### src/rtl/bcd_pkg.sv
// Shared types and constants for the BCD-to-binary converter.
package bcd_pkg;

   typedef enum logic [1:0] {
      IDLE = 2'd0,
      CONV = 2'd1,
      DONE = 2'd2
   } state_t;

   localparam int unsigned DIGIT_W     = 4;
   localparam int unsigned CORR_THRESH = 8;
   localparam int unsigned CORR_SUB    = 3;

   // Smallest binary width w with 2^w > 10^digits - 1.
   function automatic int unsigned min_bin_w(input int unsigned digits);
      longint unsigned lim;
      int unsigned     w;
      lim = 1;
      w   = 0;
      for (int unsigned i = 0; i < digits; i++) lim = lim * 10;
      while ((64'd1 << w) < lim) w++;
      return w;
   endfunction

endpackage

### src/rtl/bcd_to_binary_if.sv
// Handshake bundle for bcd_to_binary: BCD request side and binary result side.
interface bcd_to_binary_if
   import bcd_pkg::*;
#(
   parameter int unsigned DIGITS = 2,
   parameter int unsigned BIN_W  = 7
);
   localparam int unsigned BCD_W = DIGIT_W * DIGITS;

   logic             in_valid;
   logic             in_ready;
   logic [BCD_W-1:0] bcd_in;
   logic             out_valid;
   logic             out_ready;
   logic [BIN_W-1:0] bin_out;
   logic             bcd_err;

   modport master (
      output in_valid, bcd_in, out_ready,
      input  in_ready, out_valid, bin_out, bcd_err
   );

   modport slave (
      input  in_valid, bcd_in, out_ready,
      output in_ready, out_valid, bin_out, bcd_err
   );
endinterface

### src/rtl/bcd_digit_adjust.sv
// One BCD digit correction step: subtract 3 when the digit is 8 or more.
module bcd_digit_adjust
   import bcd_pkg::*;
(
   input  logic [DIGIT_W-1:0] din,
   output logic [DIGIT_W-1:0] dout
);

   always_comb begin
      dout = din;
      if (din >= DIGIT_W'(CORR_THRESH)) dout = din - DIGIT_W'(CORR_SUB);
   end

endmodule

### src/rtl/bcd_to_binary.sv
// Iterative reverse double-dabble converter, one bit per clock.
// Optional input digit checking is enabled by defining BCD_CHECK_EN.
module bcd_to_binary
   import bcd_pkg::*;
#(
   parameter int unsigned DIGITS = 2,
   parameter int unsigned BIN_W  = min_bin_w(DIGITS)
) (
   input logic            clk,
   input logic            reset,
   bcd_to_binary_if.slave bus
);

   localparam int unsigned BCD_W  = DIGIT_W * DIGITS;
   localparam int unsigned ITER_W = (BIN_W > 1) ? $clog2(BIN_W) : 1;

   state_t            state;
   logic [BCD_W-1:0]  bcd_reg;
   logic [BCD_W-1:0]  bcd_shift;
   logic [BCD_W-1:0]  bcd_adj;
   logic [BIN_W-1:0]  bin_reg;
   logic [ITER_W-1:0] iter;
   logic              in_ready_r;
   logic              out_valid_r;

   assign bcd_shift = bcd_reg >> 1;

   for (genvar g = 0; g < int'(DIGITS); g++) begin : g_adj
      bcd_digit_adjust u_adj (
         .din  (bcd_shift[g*DIGIT_W +: DIGIT_W]),
         .dout (bcd_adj[g*DIGIT_W +: DIGIT_W])
      );
   end

`ifdef BCD_CHECK_EN
   logic bad_digit;
   logic bcd_err_r;

   always_comb begin
      bad_digit = 1'b0;
      for (int unsigned i = 0; i < DIGITS; i++) begin
         if (bus.bcd_in[i*DIGIT_W +: DIGIT_W] > 4'd9) bad_digit = 1'b1;
      end
   end

   always_ff @(posedge clk or negedge reset) begin
      if (!reset) begin
         bcd_err_r <= 1'b0;
      end else if (state == IDLE && bus.in_valid && in_ready_r) begin
         bcd_err_r <= bad_digit;
      end else if (state == DONE && bus.out_ready) begin
         bcd_err_r <= 1'b0;
      end
   end

   assign bus.bcd_err = bcd_err_r;
`else
   assign bus.bcd_err = 1'b0;
`endif

   always_ff @(posedge clk or negedge reset) begin
      if (!reset) begin
         state       <= IDLE;
         in_ready_r  <= 1'b0;
         out_valid_r <= 1'b0;
         bcd_reg     <= '0;
         bin_reg     <= '0;
         iter        <= '0;
      end else begin
         unique case (state)
            IDLE: begin
               in_ready_r <= 1'b1;
               if (bus.in_valid && in_ready_r) begin
                  bcd_reg    <= bus.bcd_in;
                  bin_reg    <= '0;
                  iter       <= '0;
                  in_ready_r <= 1'b0;
                  state      <= CONV;
               end
            end
            CONV: begin
               // BCD LSB moves into the binary MSB; digits are corrected after the shift.
               bcd_reg <= bcd_adj;
               bin_reg <= {bcd_reg[0], bin_reg[BIN_W-1:1]};
               iter    <= iter + 1'b1;
               if (iter == ITER_W'(BIN_W - 1)) begin
                  out_valid_r <= 1'b1;
                  state       <= DONE;
               end
            end
            DONE: begin
               if (bus.out_ready) begin
                  out_valid_r <= 1'b0;
                  in_ready_r  <= 1'b1;
                  state       <= IDLE;
               end
            end
            default: state <= IDLE;
         endcase
      end
   end

   assign bus.in_ready  = in_ready_r;
   assign bus.out_valid = out_valid_r;
   assign bus.bin_out   = bin_reg;

endmodule

### src/flat_wrapper.sv
// flat-port wrapper written by rule: the top's interface ports become plain ports
module bcd_to_binary_flat import bcd_pkg::*;
#(
   parameter int unsigned DIGITS = 2,
   parameter int unsigned BIN_W  = min_bin_w(DIGITS)
)
  (clk, reset, bus_in_valid, bus_bcd_in, bus_out_ready, bus_in_ready, bus_out_valid, bus_bin_out, bus_bcd_err);
  bcd_to_binary_if #(.DIGITS(DIGITS), .BIN_W(BIN_W)) bus_i ();
  input logic clk;
  input logic reset;
  input wire logic [$bits(bus_i.in_valid)-1:0] bus_in_valid;
  input wire logic [$bits(bus_i.bcd_in)-1:0] bus_bcd_in;
  input wire logic [$bits(bus_i.out_ready)-1:0] bus_out_ready;
  output wire logic [$bits(bus_i.in_ready)-1:0] bus_in_ready;
  output wire logic [$bits(bus_i.out_valid)-1:0] bus_out_valid;
  output wire logic [$bits(bus_i.bin_out)-1:0] bus_bin_out;
  output wire logic [$bits(bus_i.bcd_err)-1:0] bus_bcd_err;
  assign bus_i.in_valid = bus_in_valid;
  assign bus_i.bcd_in = bus_bcd_in;
  assign bus_i.out_ready = bus_out_ready;
  assign bus_in_ready = bus_i.in_ready;
  assign bus_out_valid = bus_i.out_valid;
  assign bus_bin_out = bus_i.bin_out;
  assign bus_bcd_err = bus_i.bcd_err;
  bcd_to_binary #(.DIGITS(DIGITS), .BIN_W(BIN_W)) u_core (.clk(clk), .reset(reset), .bus(bus_i));
endmodule
### config.mk
export PLATFORM = sky130hd
export DESIGN_NAME = bcd_to_binary_flat
export DESIGN_NICKNAME = d
export VERILOG_FILES = /design/src/rtl/bcd_pkg.sv /design/src/rtl/bcd_to_binary_if.sv /design/src/rtl/bcd_digit_adjust.sv /design/src/rtl/bcd_to_binary.sv /design/src/flat_wrapper.sv
export SDC_FILE = /design/constraint.sdc
export NUM_CORES = 1
export LEC_CHECK = 0
export CORE_MARGIN = 2
export CORE_UTILIZATION = 49
export DETAILED_ROUTE_END_ITERATION = 8
export MAX_ROUTING_LAYER = met4
export PLACE_DENSITY = 0.77
export REMOVE_ABC_BUFFERS = 1
export SLEW_MARGIN = 20
export SYNTH_ARGS = -nofsm -noshare
export SYNTH_HDL_FRONTEND = slang
export SYNTH_SLANG_ARGS = --single-unit
### constraint.sdc
create_clock -name clk -period 1.8 [get_ports clk]
set_clock_uncertainty 0.05 [all_clocks]
set_input_delay 0.36 -clock clk [delete_from_list [all_inputs] [get_ports clk]]
set_output_delay 0.36 -clock clk [all_outputs]
set_load 0.1 [all_outputs]
# Yosys cells after proc, flatten, opt, wreduce, memory -nomap -nowiden
# Index checks and enable logic that the tools add are counted.
# op_classes
n_addsub	3
n_mul	0
div	0
order_cmp	2
eq_ne	6
shifts	0
mux	18
bitwise	0
reduce_logical	9
# ops
operator	count
$pmux 8 s2	1
$pmux 7 s2	1
$mux 4	2
$mux 8	1
$mux 7	1
$mux 2	3
$pmux 2 s3	1
$pmux 3 s2	1
$reduce_and 3->1	2
$reduce_bool 2->1	3
$ge 3x4->1 const B	1
$ge 4x4->1 const B	1
$mux 1	4
$ne 2x1->1 const B	2
$pmux 1 s2	2
$reduce_and 2->1	2
$sub 3x2->4 const B	1
$sub 4x2->4 const B	1
$add 3x1->3 const B	1
$eq 3x3->1 const B	1
$mux 3	1
$eq 2x1->1 const B	1
$eq 2x2->1 const B	1
$logic_not 2->1	1
2 further kinds	2
# totals
ff_bits	22
latch_bits	0
mem_bits_rw	0
rom_bits	0
input_bits	12
out_inout_bits	10
word_cells	44
n_memories	0

# Depth between registers and ports, before layout
# depth
ltp_word	3
depth_mapped	5

# Hierarchy
# A second synthesis with hierarchy kept.
# unflattened
hier_cells	109
hier_area_um2	1136.1
# modules_own_cells
module	instances	cells_each	area_each_um2	seq_area_each_um2
bcd_to_binary	1	87	983.4	550.5
bcd_digit_adjust	2	11	76.3	0.0

# Worst setup path before layout
# OpenSTA, ideal clock, no wires.
# synth_path
kind	register to register
from	reg u_core.in_ready_r (netlist: u_core.bus.in_ready)
to	reg u_core.bin_reg[1] (netlist: u_core.bus.bin_out[1])
arrival_time_ps	1705
required_time_ps	1627
setup_slack_ps	-78
stages_incl_launch_ff	5
n_path_buf	1
cell_sequence	dfrtp_1 -> a21oi_2 -> or2_4 -> buf_6 -> a22o_1
# synth_via
elab_chain_len	3
# synth_lines
element	line_no	rtl
start: declaration	bcd_to_binary.sv:23	logic in_ready_r;
start signal: assignment	bcd_to_binary.sv:64	in_ready_r <= 1'b0;
start signal: assignment	bcd_to_binary.sv:72	in_ready_r <= 1'b1;
start signal: assignment	bcd_to_binary.sv:77	in_ready_r <= 1'b0;
$logic_and 1x1->1	bcd_to_binary.sv:73	if (bus.in_valid && in_ready_r) begin
$ne 2x1->1 (no line)	--	
$reduce_and 2->1 (no line)	--	
end signal: assignment	bcd_to_binary.sv:84	bin_reg <= {bcd_reg[0], bin_reg[BIN_W-1:1]};
end: declaration	bcd_to_binary.sv:21	logic [BIN_W-1:0] bin_reg;
# No other way between the ends.
# A chain may end at the register's enable or synchronous reset.

# Worst setup path in the final report
# layout_path
from	reg u_core.state[1]
to	reg u_core.bcd_reg[3]
# layout_via
elab_chain_len	3
word_cells_on_any_way	6
classes_between	2 x eq/ne; 1 x mux; 3 x reduce/logical
# layout_lines
element	line_no	rtl
start: declaration	bcd_to_binary.sv:17	state_t state;
start signal: assignment	bcd_to_binary.sv:63	state <= IDLE;
start signal: assignment	bcd_to_binary.sv:78	state <= CONV;
start signal: assignment	bcd_to_binary.sv:88	state <= DONE;
$eq 2x1->1 or $logic_not 2->1 (tied branches)	bcd_to_binary.sv:70	unique case (state)
$reduce_bool 2->1 (no line) or $ne 2x1->1 (tied branches)	--	
$reduce_and 2->1 (no line)	--	
end signal: assignment	bcd_to_binary.sv:74	bcd_reg <= bus.bcd_in;
end signal: assignment	bcd_to_binary.sv:83	bcd_reg <= bcd_adj;
end: declaration	bcd_to_binary.sv:18	logic [BCD_W-1:0] bcd_reg;
# Several ways; a longest one is shown, not always the timed one.

==> out/metrics.yaml <==
synth:
  yosysWarnings: 0
  synthAdderAreaFrac_pct: 4.62
  syn_area_sq_mm: 0.00108
  async_reset_ff_share_pct: 100
  ys_types: 32
  synth_edf_count: 0
  synthXorXnorAreaFrac_pct: 1.62
  synth-simple-area-share_pct: 9.60
  synth.avg_cell_area_sq_um: 11.3
  synth_compound_area_share_pct: 22.0
  synthCells: 96
  ys_seq_area_share_pct: 50.9
  synth_flop_cell: "dfrtp_1"
  synth_mux_area_share_pct: 4.74
  ys_ff_latch: 22
  synth_top_family_by_area: "compound AO/OA/AOI/OAI gates"
clock_tree:
  h-tree-depth: 1
  clock_latency_ns: 0.30
  cts_made_buffers: 3
  clk_path_buf_depth: 2
  post_cts_buffers: 0
  postCtsResizedCells: 0
  cts_tree: "done"
  cts_sinks: 22
  cts_hold_buf: 0
  cts_root_buffer: "clkbuf_4"
  clkSlewWorstSetupHoldPaths_ns: 0.12
routing:
  route.detailed.drc: 0
  ant_nets: 0
  viasPerCell: 5.49
  dr_total_vias: 796
  wl_um: 2100
  drt_pass1_iterations: 4
  drtIter0Drc: 33
  wl_per_cell_um: 14.5
placed_design:
  dp_hpwl_um: 1520
  numPortBuffers: 20
  gp_congestion: 0.892
critical_path:
  end_kind: "flop"
  cp.buffers_inverters: 0
  cp-start-kind: "flop"
  worstPathRequired_ns: 1.95
  critPathTopFamily: "flip-flops"
  critPathKind: "flop to flop"
  slowest_delay_ns: 0.67
  path_cells: "nor2b_4, a32o_1, mux2_2"
  critical_path_arrival_ns: 1.69
  path_max_fanout: 15
  crit_slowest_cell: "dfrtp_1"
global_routing:
  use_met1_pct: 25.5
  top_usage_layer: "met2"
  antenna_found_initial: 0
  grt_pass1_wl_um: 3650
  grtUsageMet3_pct: 2.92
  grt_max_degree: 23
  track_usage_pct: 19.5
  grt_pass1_vias: 776
  gr-total-overflow: 0
  use_met2_pct: 31.0
finish:
  layout_commonest_cell: "dfrtp_1"
  syn_to_final_growth_pct: 31.8
  drive_gt1_share_pct: 17.1
  fillers: 167
  mostFrequentLayoutCells: "dfrtp_1 (22), clkdlybuf4s50_1 (11), buf_12 (9), a22o_1 (7)"
  antenna_cells: 0
  largest_reg_flops: 8
  finalNetCount: 134
timing:
  slew_viol_final: 0
  finalHoldViolations: 0
  fmax_mhz: 651
  setup_viol: 0
  hold_ws_ns: 0.340
  fin_crit_sh_pct: 85.4
  rsz0062_at_grt: "no"
  period_minus_slack_ns: 1.54
min_path:
  min_path_type: "primary input to asynchronous set/reset pin"
run_status:
  status: "complete, no violations"
floorplan:
  die_w_um: 51.0
  io_pins: 22
  fp-row-count: 17
  core_area_sq_mm: 0.00215
  initial_utilization_pct: 50.4
  die_h_um: 51.0
  die-area_sq_mm: 0.00260
run:
  drv_cap: 0
[Yosys cell counts, types with 3 or more instances]
cell type / number / area [sq um]
nand2_1: 6 / 22.5
ha_1: 4 / 50.1
o21ai_0: 5 / 25.0
a21oi_1: 6 / 30.0
a22o_1: 7 / 61.3
nor2_1: 3 / 11.3
o21ai_1: 4 / 20.0
dfrtp_1: 22 / 551
buf_6: 3 / 33.8
mux2i_1: 4 / 40.0
inv_1: 5 / 18.8
[kinds of logic after synthesis]
group,count (synthesis)
AO/OA/AOI/OAI,35
XOR/XNOR,2
adder cells (fa/ha/maj),4
buffers and inverters,10
flip-flops,22
multiplexers,5
other,1
AND/OR/NAND/NOR,17
[routing by layer]
layer	wire [um]	vias up
li1	-	388
met1	1020	387
met2	973	19
met3	87	2
met4	19	0
met5	0	-
[worst reg2reg max path, cell delays in order, from the launching register on]
cell and delay (ns):
dfrtp_1 0.67, nor2b_4 0.17, a32o_1 0.29, mux2_2 0.26
[final timing paths]
| path | startpoint | end | slack, ns | cells past startpoint |
|---|---|---|---|---|
| hold / removal | reset | u_core.bcd_reg[6] | 0.34 | 2 |
| min in group clk | u_core.bcd_reg[7] | u_core.bcd_reg[7] | 0.49 | 2 |
| hold reg to reg | u_core.bcd_reg[7] | u_core.bcd_reg[7] | 0.49 | 2 |
| setup / recovery | u_core.state[1] | u_core.bcd_reg[3] | 0.26 | 3 |
| max in group asynchronous | reset | u_core.bus.out_valid | 1.14 | 2 |
| setup reg to reg | u_core.state[1] | u_core.bcd_reg[3] | 0.26 | 3 |
[area by class of cell]
| type | instances | area (sq um) | area share (%) |
|---|---|---|---|
| inverter | 5 | 18.8 | 1.32 |
| multi-input combinational | 64 | 464 | 32.5 |
| tap | 28 | 35.0 | 2.46 |
| clock buffer | 3 | 22.5 | 1.58 |
| timing repair buffer | 22 | 305 | 21.4 |
| clock inverter | 1 | 30.0 | 2.11 |
| sequential | 22 | 551 | 38.6 |
[through the flow]
stage | cells | setup slack, ns | TNS, ns | cell area, sq um | util [%]
floorplan | 91 | -0.0708 | -0.0708 | 1030 | -
global placement | 141 | 0.143 | 0 | 1370 | 63.9
detailed placement | 141 | 0.108 | 0 | 1370 | 63.9
CTS | 145 | 0.270 | 0 | 1430 | 66.4
global route | 145 | 0.195 | 0 | 1430 | 66.4
finish | 145 | 0.263 | 0 | 1430 | 66.4
Power is left out: the tool's default activity adds up to more than one toggle a clock period on the data nets, which glitch-free logic cannot reach.
